$ cat config.mk
export PLATFORM = sky130hd
export DESIGN_NAME = text_renderer
export DESIGN_NICKNAME = d
export VERILOG_FILES = /design/src/rtl/text_renderer.sv
export SDC_FILE = /design/constraint.sdc
export NUM_CORES = 1
export LEC_CHECK = 0
export CAP_MARGIN = 10
export CORE_MARGIN = 5
export CORE_UTILIZATION = 47
export DETAILED_ROUTE_END_ITERATION = 10
export PLACE_DENSITY = 0.79
export REMOVE_ABC_BUFFERS = 1
export SLEW_MARGIN = 20
export SYNTH_ARGS = -nofsm -noshare
export SYNTH_HDL_FRONTEND = slang
export SYNTH_SLANG_ARGS = --single-unit
export TNS_END_PERCENT = 30
$ cat constraint.sdc
create_clock -name px_clk -period 3.54 [get_ports px_clk]
set_clock_uncertainty 0.1 [all_clocks]
set_input_delay 1.062 -clock px_clk [delete_from_list [all_inputs] [get_ports px_clk]]
set_output_delay 1.062 -clock px_clk [all_outputs]
set_load 0.01 [all_outputs]
$ cat src/rtl/text_renderer.sv
// Text-mode pixel generator: 80x25 cells of 16x32 px (8x16 glyphs doubled), reverse video, blinking block cursor.
// Latency: hc/vc to video is 5 px_clk cycles; hsync/vsync/blank are delayed by the same amount.
// Backpressure: none; one fetch per clock, the pipeline never stalls.
module text_renderer #(
  parameter int HBP          = 248,
  parameter int VBP          = 150,
  parameter int COLS         = 80,
  parameter int ROWS         = 25,
  parameter int BLINK_FRAMES = 30
) (
  input  logic        px_clk,
  input  logic        clr,
  input  logic [10:0] hc,
  input  logic [10:0] vc,
  input  logic        hblank_in,
  input  logic        vblank_in,
  input  logic        hsync_in,
  input  logic        vsync_in,
  output logic [10:0] char_addr,
  input  logic [7:0]  char_data,
  output logic [10:0] font_addr,
  input  logic [7:0]  font_data,
  input  logic [6:0]  cursor_x,
  input  logic [4:0]  cursor_y,
  input  logic        cursor_en,
  output logic        video,
  output logic        hsync_out,
  output logic        vsync_out,
  output logic        blank_out
);

  localparam int CW = (BLINK_FRAMES > 1) ? $clog2(BLINK_FRAMES) : 1;

  // stage E decode
  logic        blank_e;
  logic [10:0] hx;
  logic [10:0] vy;
  logic [6:0]  col;
  logic [4:0]  row;
  logic [3:0]  grow_e;
  logic [2:0]  bit_e;
  logic        cur_e;
  logic [10:0] addr_e;

  // pipeline state
  logic [1:0][3:0] grow_d;
  logic [3:0][2:0] bit_d;
  logic [3:0]      cur_d;
  logic [4:0]      blank_d;
  logic [4:0]      hs_d;
  logic [4:0]      vs_d;
  logic            rev_d;
  logic            rev_d2;

  // blink state
  logic            vsync_q;
  logic [CW-1:0]   blink_cnt;
  logic            blink_phase;

  // The lowest offset bit only selects between the two copies of a doubled pixel/line,
  // and vy[10] lies beyond the 25-row field; neither carries information here.
  logic unused_bits;
  assign unused_bits = ^{hx[0], vy[0], vy[10]};

  // Offsets are only formed while visible so blanking never produces a stray address or cursor hit.
  always_comb begin
    blank_e = hblank_in | vblank_in;
    hx      = '0;
    vy      = '0;
    if (!blank_e) begin
      hx = hc - 11'(HBP);
      vy = vc - 11'(VBP);
    end
    col    = hx[10:4];
    row    = vy[9:5];
    grow_e = vy[4:1];
    bit_e  = ~hx[3:1];
    addr_e = {row, 6'b0} + {2'b0, row, 4'b0} + {4'b0, col};
    cur_e  = ~blank_e & cursor_en & blink_phase &
             (cursor_x < 7'(COLS)) & (cursor_y < 5'(ROWS)) &
             (col == cursor_x) & (row == cursor_y);
  end

  // Stage E: issue char buffer address and launch the side-band delay lines.
  always_ff @(posedge px_clk or posedge clr) begin
    if (clr) begin
      char_addr <= '0;
      grow_d    <= '0;
      bit_d     <= '0;
      cur_d     <= '0;
      blank_d   <= '1;
      hs_d      <= '0;
      vs_d      <= '0;
    end else begin
      char_addr <= blank_e ? 11'd0 : addr_e;
      grow_d    <= {grow_d[0], grow_e};
      bit_d     <= {bit_d[2:0], bit_e};
      cur_d     <= {cur_d[2:0], cur_e};
      blank_d   <= {blank_d[3:0], blank_e};
      hs_d      <= {hs_d[3:0], hsync_in};
      vs_d      <= {vs_d[3:0], vsync_in};
    end
  end

  // Stages E+2..E+4: glyph row fetch, reverse flag alignment, final pixel.
  always_ff @(posedge px_clk or posedge clr) begin
    if (clr) begin
      font_addr <= '0;
      rev_d     <= 1'b0;
      rev_d2    <= 1'b0;
      video     <= 1'b0;
    end else begin
      font_addr <= {char_data[6:0], grow_d[1]};
      rev_d     <= char_data[7];
      rev_d2    <= rev_d;
      video     <= blank_d[3] ? 1'b0 : (font_data[bit_d[3]] ^ rev_d2 ^ cur_d[3]);
    end
  end

  // Cursor blink: count vsync rising edges, toggle visibility every BLINK_FRAMES frames.
  always_ff @(posedge px_clk or posedge clr) begin
    if (clr) begin
      vsync_q     <= 1'b0;
      blink_cnt   <= '0;
      blink_phase <= 1'b1;
    end else begin
      vsync_q <= vsync_in;
      if (vsync_in & ~vsync_q) begin
        if (blink_cnt == CW'(BLINK_FRAMES - 1)) begin
          blink_cnt   <= '0;
          blink_phase <= ~blink_phase;
        end else begin
          blink_cnt <= blink_cnt + 1'b1;
        end
      end
    end
  end

  assign hsync_out = hs_d[4];
  assign vsync_out = vs_d[4];
  assign blank_out = blank_d[4];

endmodule

### After elaboration in Yosys (flattened, before gate mapping)

Index checks and enable logic that the tools add are counted.
Widths: inputs -> output; s select.

* flip-flop bits (word level): 71
* bits in latches: 0
* memory bits (writable): 0
* ROM bits: 0
* input port bits: 57
* output and inout port bits: 26
* logic and storage cells: 51
* memories kept: 0

* add/subtract/negate cells: 5
* multipliers: 0
* div/mod/pow operators: 0
* magnitude comparators: 3
* equality and inequality tests: 3
* shift-type cells: 0
* muxes and demuxes: 7
* bitwise operators: 14
* reductions and logical operators: 1

Operator list (count)
* $mux 11: 2
* $add 11x7->11: 1
* $add 11x9->11: 1
* $sub 11x8->11 const B: 1
* $mux 10: 1
* $sub 10x8->10 const B: 1
* $and 1x1->1: 7
* $eq 7x7->1: 1
* $lt 7x7->1 const B: 1
* $add 5x1->5 const B: 1
* $eq 5x5->1: 1
* $eq 5x5->1 const B: 1
* $lt 5x5->1 const B: 1
* $mux 5: 1
* $lt 3x4->1 const B: 1
* $bmux 1 s3: 1
* $not 1->1: 3
* $not 3->3: 1
* $mux 1: 2
* $reduce_and 2->1: 1
* $xor 1x1->1: 2
* $or 1x1->1: 1

### Longest topological paths before layout

Gate-level depths: netlist (run 1).

* depth in word-level cells: 8
* gate-level depth with buffers: 14

### Worst setup path before layout (run 1)

Ideal clock, no wire load.

* kind: input to register
* start point: in vc[1]
* end point: reg char_addr[9]
* setup time: 0.132 ns
* data arrival time: 3.276 ns
* required time: 3.308 ns
* setup slack: 0.032 ns
* cell stages on the path: 12
* buffers on the path: 0
* cells stage by stage: ha_1 > o21ai_1 > nor4b_2 > nor3_1 > fa_1 > inv_1 > fa_1 > inv_1 > a21o_1 > a21oi_1 > xor2_1 > nor2_1

* longest elaborated chain between the ends: 5

RTL lines
* from (decl): line 14 `input logic [10:0] vc,`
* $sub 10x8->10: line 72 `vy = vc - 11'(VBP);`
* $mux 10: line 70 `if (!blank_e) begin`
* $add 11x9->11: line 78 `addr_e = {row, 6'b0} + {2'b0, row, 4'b0} + {4'b0, col};`
* $add 11x7->11: line 78
* $mux 11: line 95 `char_addr <= blank_e ? 11'd0 : addr_e;`
* to (signal assigned): line 95
* to (decl): line 19 `output logic [10:0] char_addr,`

No other way between the ends.
A chain may end at the register's enable or synchronous reset.

### Worst setup path in the final report (run 1)

* start point: in hc[6]
* end point: reg char_addr[8]

* longest elaborated chain between the ends: 4

RTL lines
* from (decl): line 13 `input logic [10:0] hc,`
* $sub 11x8->11: line 71 `hx = hc - 11'(HBP);`
* $mux 11: line 70
* $add 11x7->11: line 78
* $mux 11: line 95

No other way between the ends.

==> results.md, run 1 <==
- Clock Sinks: 70
- Final period util: 0.953
- Worst Setup Path Type: in -> reg
- Synth cell types: 43
- Critical-path maximum fanout: 2
- Setup violators final: 0
- Post-Syn Area per Cell: around 13 µm²
- Area growth from synthesis to layout: 54.2%
- Post-layout util: 0.742
- Final ANT Viol Nets: 0
- Die W: around 90 µm
- Power, Total: between 0.0015 and 0.002 W
- DRC: 0
- Commonest cells in the netlist: 64 x dfrtp_1, 20 x nor2_1, 13 x ha_1
- CTS buffer count: 9
- Total GRT Usage: 0.191
- Leak pwr: between 2 and 2.5 nW
- Vias in the first global route: around 2300
- Crit path depth: 12
- Deepest clock path buffer count: 2
- VDD IR max: between 0.2 and 0.25 mV
- Top post-synthesis cells by area: dfrtp_1 57%, ha_1 5.7%, dfstp_2 5.6%, xnor2_1 3.7%, xor2_1 3.4%
- Hold path cells: 0
- Max frequency: 297 MHz
- CP peak stage delay: 0.50 ns
- Starting DRT DRC Count: 43
- Power Dens Cells: 431 nW/µm²
- First-pass GRT wire length: 10.7 mm
- Yosys top cell by area: dfrtp_1
- CP Data Required Time: 3.67 ns
- FF+latch count, synth: 70
- Largest net degree at the start of global routing: 34
- Vert. Die Dim: slightly below 90 µm
- Most common cell in the netlist: dfrtp_1
- Nets: 420
- Final hold viol count: 0
- Worst Tran Pin Value: about 0.56 ns
- H-tree lvl count: 3
- Most common cell on crit path: xor2_1
- Die footprint: around 7700 µm²
- CP Cell Sequence: clkdlybuf4s50_1 > nand3_2 > o21ai_2 > xor2_1 > nor2_2 > fa_1 > ha_1 > a21o_1 > a21oi_2 > buf_4 > xor2_1 > nor2_1
- Relative slew margins: 0.624
- I/O pins: slightly above 80
- TNS Setup: 0 ns
- CP arrival: 3.50 ns
- Synth warn: 0
- RSZ-0062 raised after global routing: false
- Max-cap violations: 0
- Skew-Pair Late Insertion Delay: between 0.3 and 0.4 ns
- TritonCTS clock tree: yes
- HPWL after DPL: 5.04 mm
- Synth top area share: 0.565
- Worst-path clk slew: 0.08 ns
- Crit. End Element: flip-flop
- Status: completed
- Synth Cell Area: roughly 2800 µm²
- EDFF count, synth: 0
- CTS root buffer: clkbuf_8
- Reg2reg path depth: 4
- Share of cells above drive strength 1: 0.266
- Synth Flop Type: dfrtp_1
- PortBufs: between 70 and 80
- Core ar.: 5890 µm²
- Initial core utilization: 0.481
- DRT Wirelength: between 6 and 7 mm
- Startpoint Class: primary input
- Post-Synthesis Cells: 221
- CP Buf/Inv Count: 2
- Hold crit path type: reg -> reg
- Post-synth ARST share: 1.00
- Vias/cell: between 5 and 6
- Antenna violations before repair: 0
- Overflow after GRT: 0
- Total number of vias: roughly 2100
- Diodes inserted: 0
- DRT Pass-1 Iters: 4
- Gp weighted congestion: around 0.89
- DR WL/cell: roughly 16 µm
- Sequential-to-total area share from yosys stat: 0.621
- Final Slew Violations: 0
- Row Count: 28
- Critical-path top delay cell: clkdlybuf4s50_1
- CP top delay family: adder cells
- Min Tclk post-route: 3.37 ns
## layout by cell type, fill, tap and decap left out, types with 2 or more instances in the layout
cell type,Yosys,routed
clkdlybuf4s50_1,0,68
dfrtp_1,64,64
buf_4,1,38
nor2_1,20,17
xor2_1,11,11
ha_1,13,11
nand2_1,11,10
inv_1,12,10
xnor2_1,12,10
clkbuf_8,0,10
dlymetal6s2s_1,0,10
dfstp_2,6,6
o21ai_2,0,5
nand3_1,6,5
a21oi_1,7,5
and2_1,4,4
o21ai_0,5,4
nor3_1,5,4
nor2_2,1,3
a21oi_2,1,3
a21o_1,3,3
nand2b_1,3,3
inv_2,0,2
a31oi_1,2,2
xnor2_2,1,2
o2111ai_1,2,2
nand4_1,2,2
mux4_2,2,2
o21ai_1,6,2
clkinv_4,0,2
## registers in the layout (all words and copies together) (netlist names)
signal,count
blink_cnt,5
char_addr,11
font_addr,11
cur_d,4
blink_phase,1
hs_d,5
video,1
rev_d,1
grow_d,8
bit_d,12
vs_d,5
rev_d2,1
blank_d,5
## cell families after synthesis
family,after synthesis,synth area share
AOI/OAI and AO/OA,33,0.0799
xor gates and xnor gates,24,0.0769
adders and majority gates,15,0.0716
buffers and inverters,16,0.0225
DFF,70,0.621
muxes,3,0.0194
and+or+nand+nor,60,0.109
## per-stage QoR
stage	hold WS (ns)	worst slack, ns	std cells	cell area, µm²
after floorplan	0.231	-0.0265	218	2820
after global placement	0.232	-0.558	408	3990
after detailed placement	0.235	-0.672	408	3990
after CTS	0.245	0.00179	426	4260
after global routing	0.254	0.0113	428	4370
final	0.245	0.168	428	4370
## power by group
group | internal (W) | leakage (nW) | switching, W | total, W
clock | 0.000348 | 0.103 | 0.000300 | 0.000648
sequential | 0.000862 | 0.835 | 0.0000387 | 0.000901
combinational | 0.000185 | 1.11 | 0.000148 | 0.000333
## layer usage
layer  global-route usage  routed length [µm]  up-vias
li1                     -                   -     1007
met1                0.206                2460     1045
met2                0.353                3730       83
met3               0.0649                 473       12
met4               0.0516                 114        0
met5                    0                   0        -
## path summary, 6_finish.rpt
check,from,endpoint,slack (ns)
worst max-delay path,hc[6],char_addr[8],0.17
worst min-delay path,cur_d[0],cur_d[1],0.24
max in group asynchronous,clr,blank_d[3],1.70
min in group asynchronous,clr,bit_d[11],1.00
worst min register to register,cur_d[0],cur_d[1],0.24
worst max register to register,blink_phase,cur_d[0],2.00
## layout make-up
type | instances | area (µm²)
Clock buffer | 10 | 138
Clock inverter | 6 | 68.8
Fill cell | 404 | 1520
Inverter | 13 | 48.8
Multi-Input combinational cell | 135 | 1130
Sequential cell | 70 | 1760
Tap cell | 75 | 93.8
Timing Repair Buffer | 119 | 1130
## what timing repair did
action | CTS | global route
hold buffers | 0 | 0
resized for setup | 13 | 25
setup buffers | 2 | 2
pin swaps | 7 | 12
endpoints found under the setup margin | 4 | 4
Power figures use the tool's default switching activity.
==> run 2, diff against run 1 <==
- CAP_MARGIN: 10 -> 20
- GPL_ROUTABILITY_DRIVEN: unset -> 0
==> results.md, run 2 (same netlist as run 1, synthesis figures left out) <==
- Status: completed
- Final period util: 0.977 (+0.0246)
- Worst Setup Path Type: in -> reg
- Min Tclk post-route: 3.46 ns (+0.0872 ns)
- TritonCTS clock tree: yes
- Final ANT Viol Nets: 0 (unchanged)
- Diodes inserted: 0 (unchanged)
- Startpoint Class: primary input
- Dpl cell area: 3970 µm² (-0.38%)
- Clock Sinks: 70 (unchanged)
- Met2 usage: 0.327 (-0.0267)
- Deepest clock path buffer count: 2 (unchanged)
- DR WL/cell: 15.1 µm (-4.8%)
- VDD IR max: 0.281 mV (+26%)
- Max frequency: 289 MHz (-2.5%)
- Skew-Pair Late Insertion Delay: 0.33 ns (about the same)
- Biggest regs: bit_d x12, char_addr x11, font_addr x11
- Vert. Die Dim: 87.6 µm (unchanged)
- Commonest cells after routing, fill and taps aside: 66 x clkdlybuf4s50_1, 64 x dfrtp_1, 38 x buf_4
- Row Count: 28 (unchanged)
- RR Endpoint: video
- Total number of vias: 2149 (+0.093%)
- Multi-input gate area: 1100 µm² (-2.6%)
- CP arrival: 3.58 ns (+0.08 ns)
- Starting DRT DRC Count: 86 (+100%)
- GR Util met3: 0.0555 (-0.00941)
- Hold buffers post-CTS: 0 (unchanged)
- FILL cells: 410 (+1.5%)
- Power Dens Cells: 417 nW/µm² (-3.2%)
- Share of cells above drive strength 1: 0.256 (-0.0106)
- Most flops, register: bit_d
- Hold path cells: 0 (unchanged)
- PortBufs: 79 (unchanged)
- Die W: 87.6 µm (unchanged)
- Seq pwr share: 0.502 (+0.023)
- Largest register FFs: 12 (unchanged)
- H-tree lvl count: 3 (unchanged)
- Clock share of power: 0.317 (-0.027)
- First-pass GRT wire length: 10.3 mm (-3.7%)
- Antenna violations before repair: 1 (+1)
- Critical-path maximum fanout: 3 (+1)
- Net Sw Frac: 0.266 (+0.00778)
- Met1 Use GR: 0.198 (-0.00765)
- CTS root buffer: clkbuf_8
- Setup violators final: 0 (unchanged)
- Leak pwr: 2.01 nW (-1.8%)
- CTS buffer count: 9 (unchanged)
- Final WS setup: 0.0809 ns (-0.0872 ns)
- Hold EP: vs_d[2]
- Switching power: 0.000479 W (-1.6%)
- Final Slew Violations: 0 (unchanged)
- DRT Pass-1 Iters: 4 (unchanged)
- Crit. End Element: flip-flop
- Vias/cell: 5.03 (+0.33%)
- Final hold viol count: 0 (unchanged)
- TNS Setup: 0 ns (unchanged)
- Largest net degree at the start of global routing: 39 (+15%)
- Die footprint: 7680 µm² (unchanged)
- Most used routing layer in global routing: met2
- Area growth from synthesis to layout: 52.1%
- Logic pwr share: 0.181 (+0.004)
- Reg2reg path depth: 4 (unchanged)
- Hold crit path type: reg -> reg
- Initial core utilization: 0.481 (unchanged)
- Most common cell after layout, fill and taps aside: clkdlybuf4s50_1
- Power, Total: 0.00180 W (-4.5%)
- Nets: 419 (-0.24%)
- R2R setup slack: 2.00 ns (about the same)
- Setup Slack @ Placement: -0.631 ns (+0.0419 ns)
- CP Data Required Time: 3.66 ns (about the same)
- DRC: 0 (unchanged)
- Worst-path clk slew: 0.07 ns (about the same)
- Max-cap violations: 0 (unchanged)
- Pint: 0.00132 W (-5.5%)
- Reg area: 1760 µm² (unchanged)
- Reg-to-reg startpoint: bit_d[9]
- HPWL after DPL: 4.86 mm (-3.6%)
- Total GRT Usage: 0.180 (-0.0104)
- Fin Hold WS: 0.248 ns (+0.00261 ns)
- I/O pins: 83 (unchanged)
- DRT Wirelength: 6.44 mm (-5.0%)
- Relative slew margins: 0.488 (-0.137)
- Vias in the first global route: 2264 (-2.7%)
- Core ar.: 5890 µm² (unchanged)
- Overflow after GRT: 0 (unchanged)
- Worst Tran Pin Value: 0.767 ns (+0.205 ns)
- Worst hold path startpoint: vs_d[1]
- Final Cell Area: 4310 µm² (-1.3%)
[run 2: worst max-delay path by stage]
stage                   start             to  slack (ns)  cells past startpoint
floorplan           vblank_in  char_addr[10]       -0.03                     10
global placement        vc[1]  char_addr[10]       -0.53                     12
detailed placement      vc[1]  char_addr[10]       -0.63                     12
CTS                     vc[4]   char_addr[9]        0.05                     13
global route            vc[2]  char_addr[10]       -0.03                     12
finish                  vc[5]   char_addr[8]        0.08                     11
[run 2: power by group through the flow]
stage / clock (W) / sequential, W / combinational, W
final: 0.000571 / 0.000902 / 0.000325
after global routing: 0.000632 / 0.000907 / 0.000360
after CTS: 0.000590 / 0.000901 / 0.000316
after detailed placement: 0 / 0.000916 / 0.000310
after global placement: 0 / 0.000911 / 0.000298
after floorplan: 0 / 0.000912 / 0.000138
[run 2: critical path, cell delays in order]
cell and delay, ns:
clkdlybuf4s50_1 0.44, o21ai_2 0.20, nand2_2 0.11, nor3_4 0.25, fa_1 0.47, ha_1 0.32
a21o_1 0.17, a21oi_2 0.20, buf_4 0.14, xor2_1 0.14, nor2_1 0.06
[run 2: metal layers]
layer,vias up,share of wire
met2,87,0.53
met4,2,0.020
met3,19,0.071
met1,1034,0.37
met5,-,0.0017
li1,1007,-
[run 2: area by class of cell]
cell class                      instances  area share
Sequential cell                        70       0.408
Clock buffer                           10      0.0319
Clock inverter                          6      0.0105
Timing Repair Buffer                  118       0.260
Tap cell                               75      0.0218
Multi-Input combinational cell        135       0.255
Inverter                               13      0.0122
[run 2: through the flow]
stage                      util  cells
after floorplan               -    218
after CTS                 0.713    423
after global routing      0.732    427
after global placement    0.675    406
after detailed placement  0.675    406
final                     0.732    427
[run 2: what timing repair did]
action | in CTS | in global routing
setup endpoints to repair | 4 | 3
gates resized for setup | 13 | 21
pin swaps | 6 | 16
setup buffers | 1 | 4
==> run 3, diff against run 2 <==
- ABC_CLOCK_PERIOD_IN_PS: unset -> 3540
==> results of run 3 <==
Final layout, timing and power as in run 2 (identical DEF).
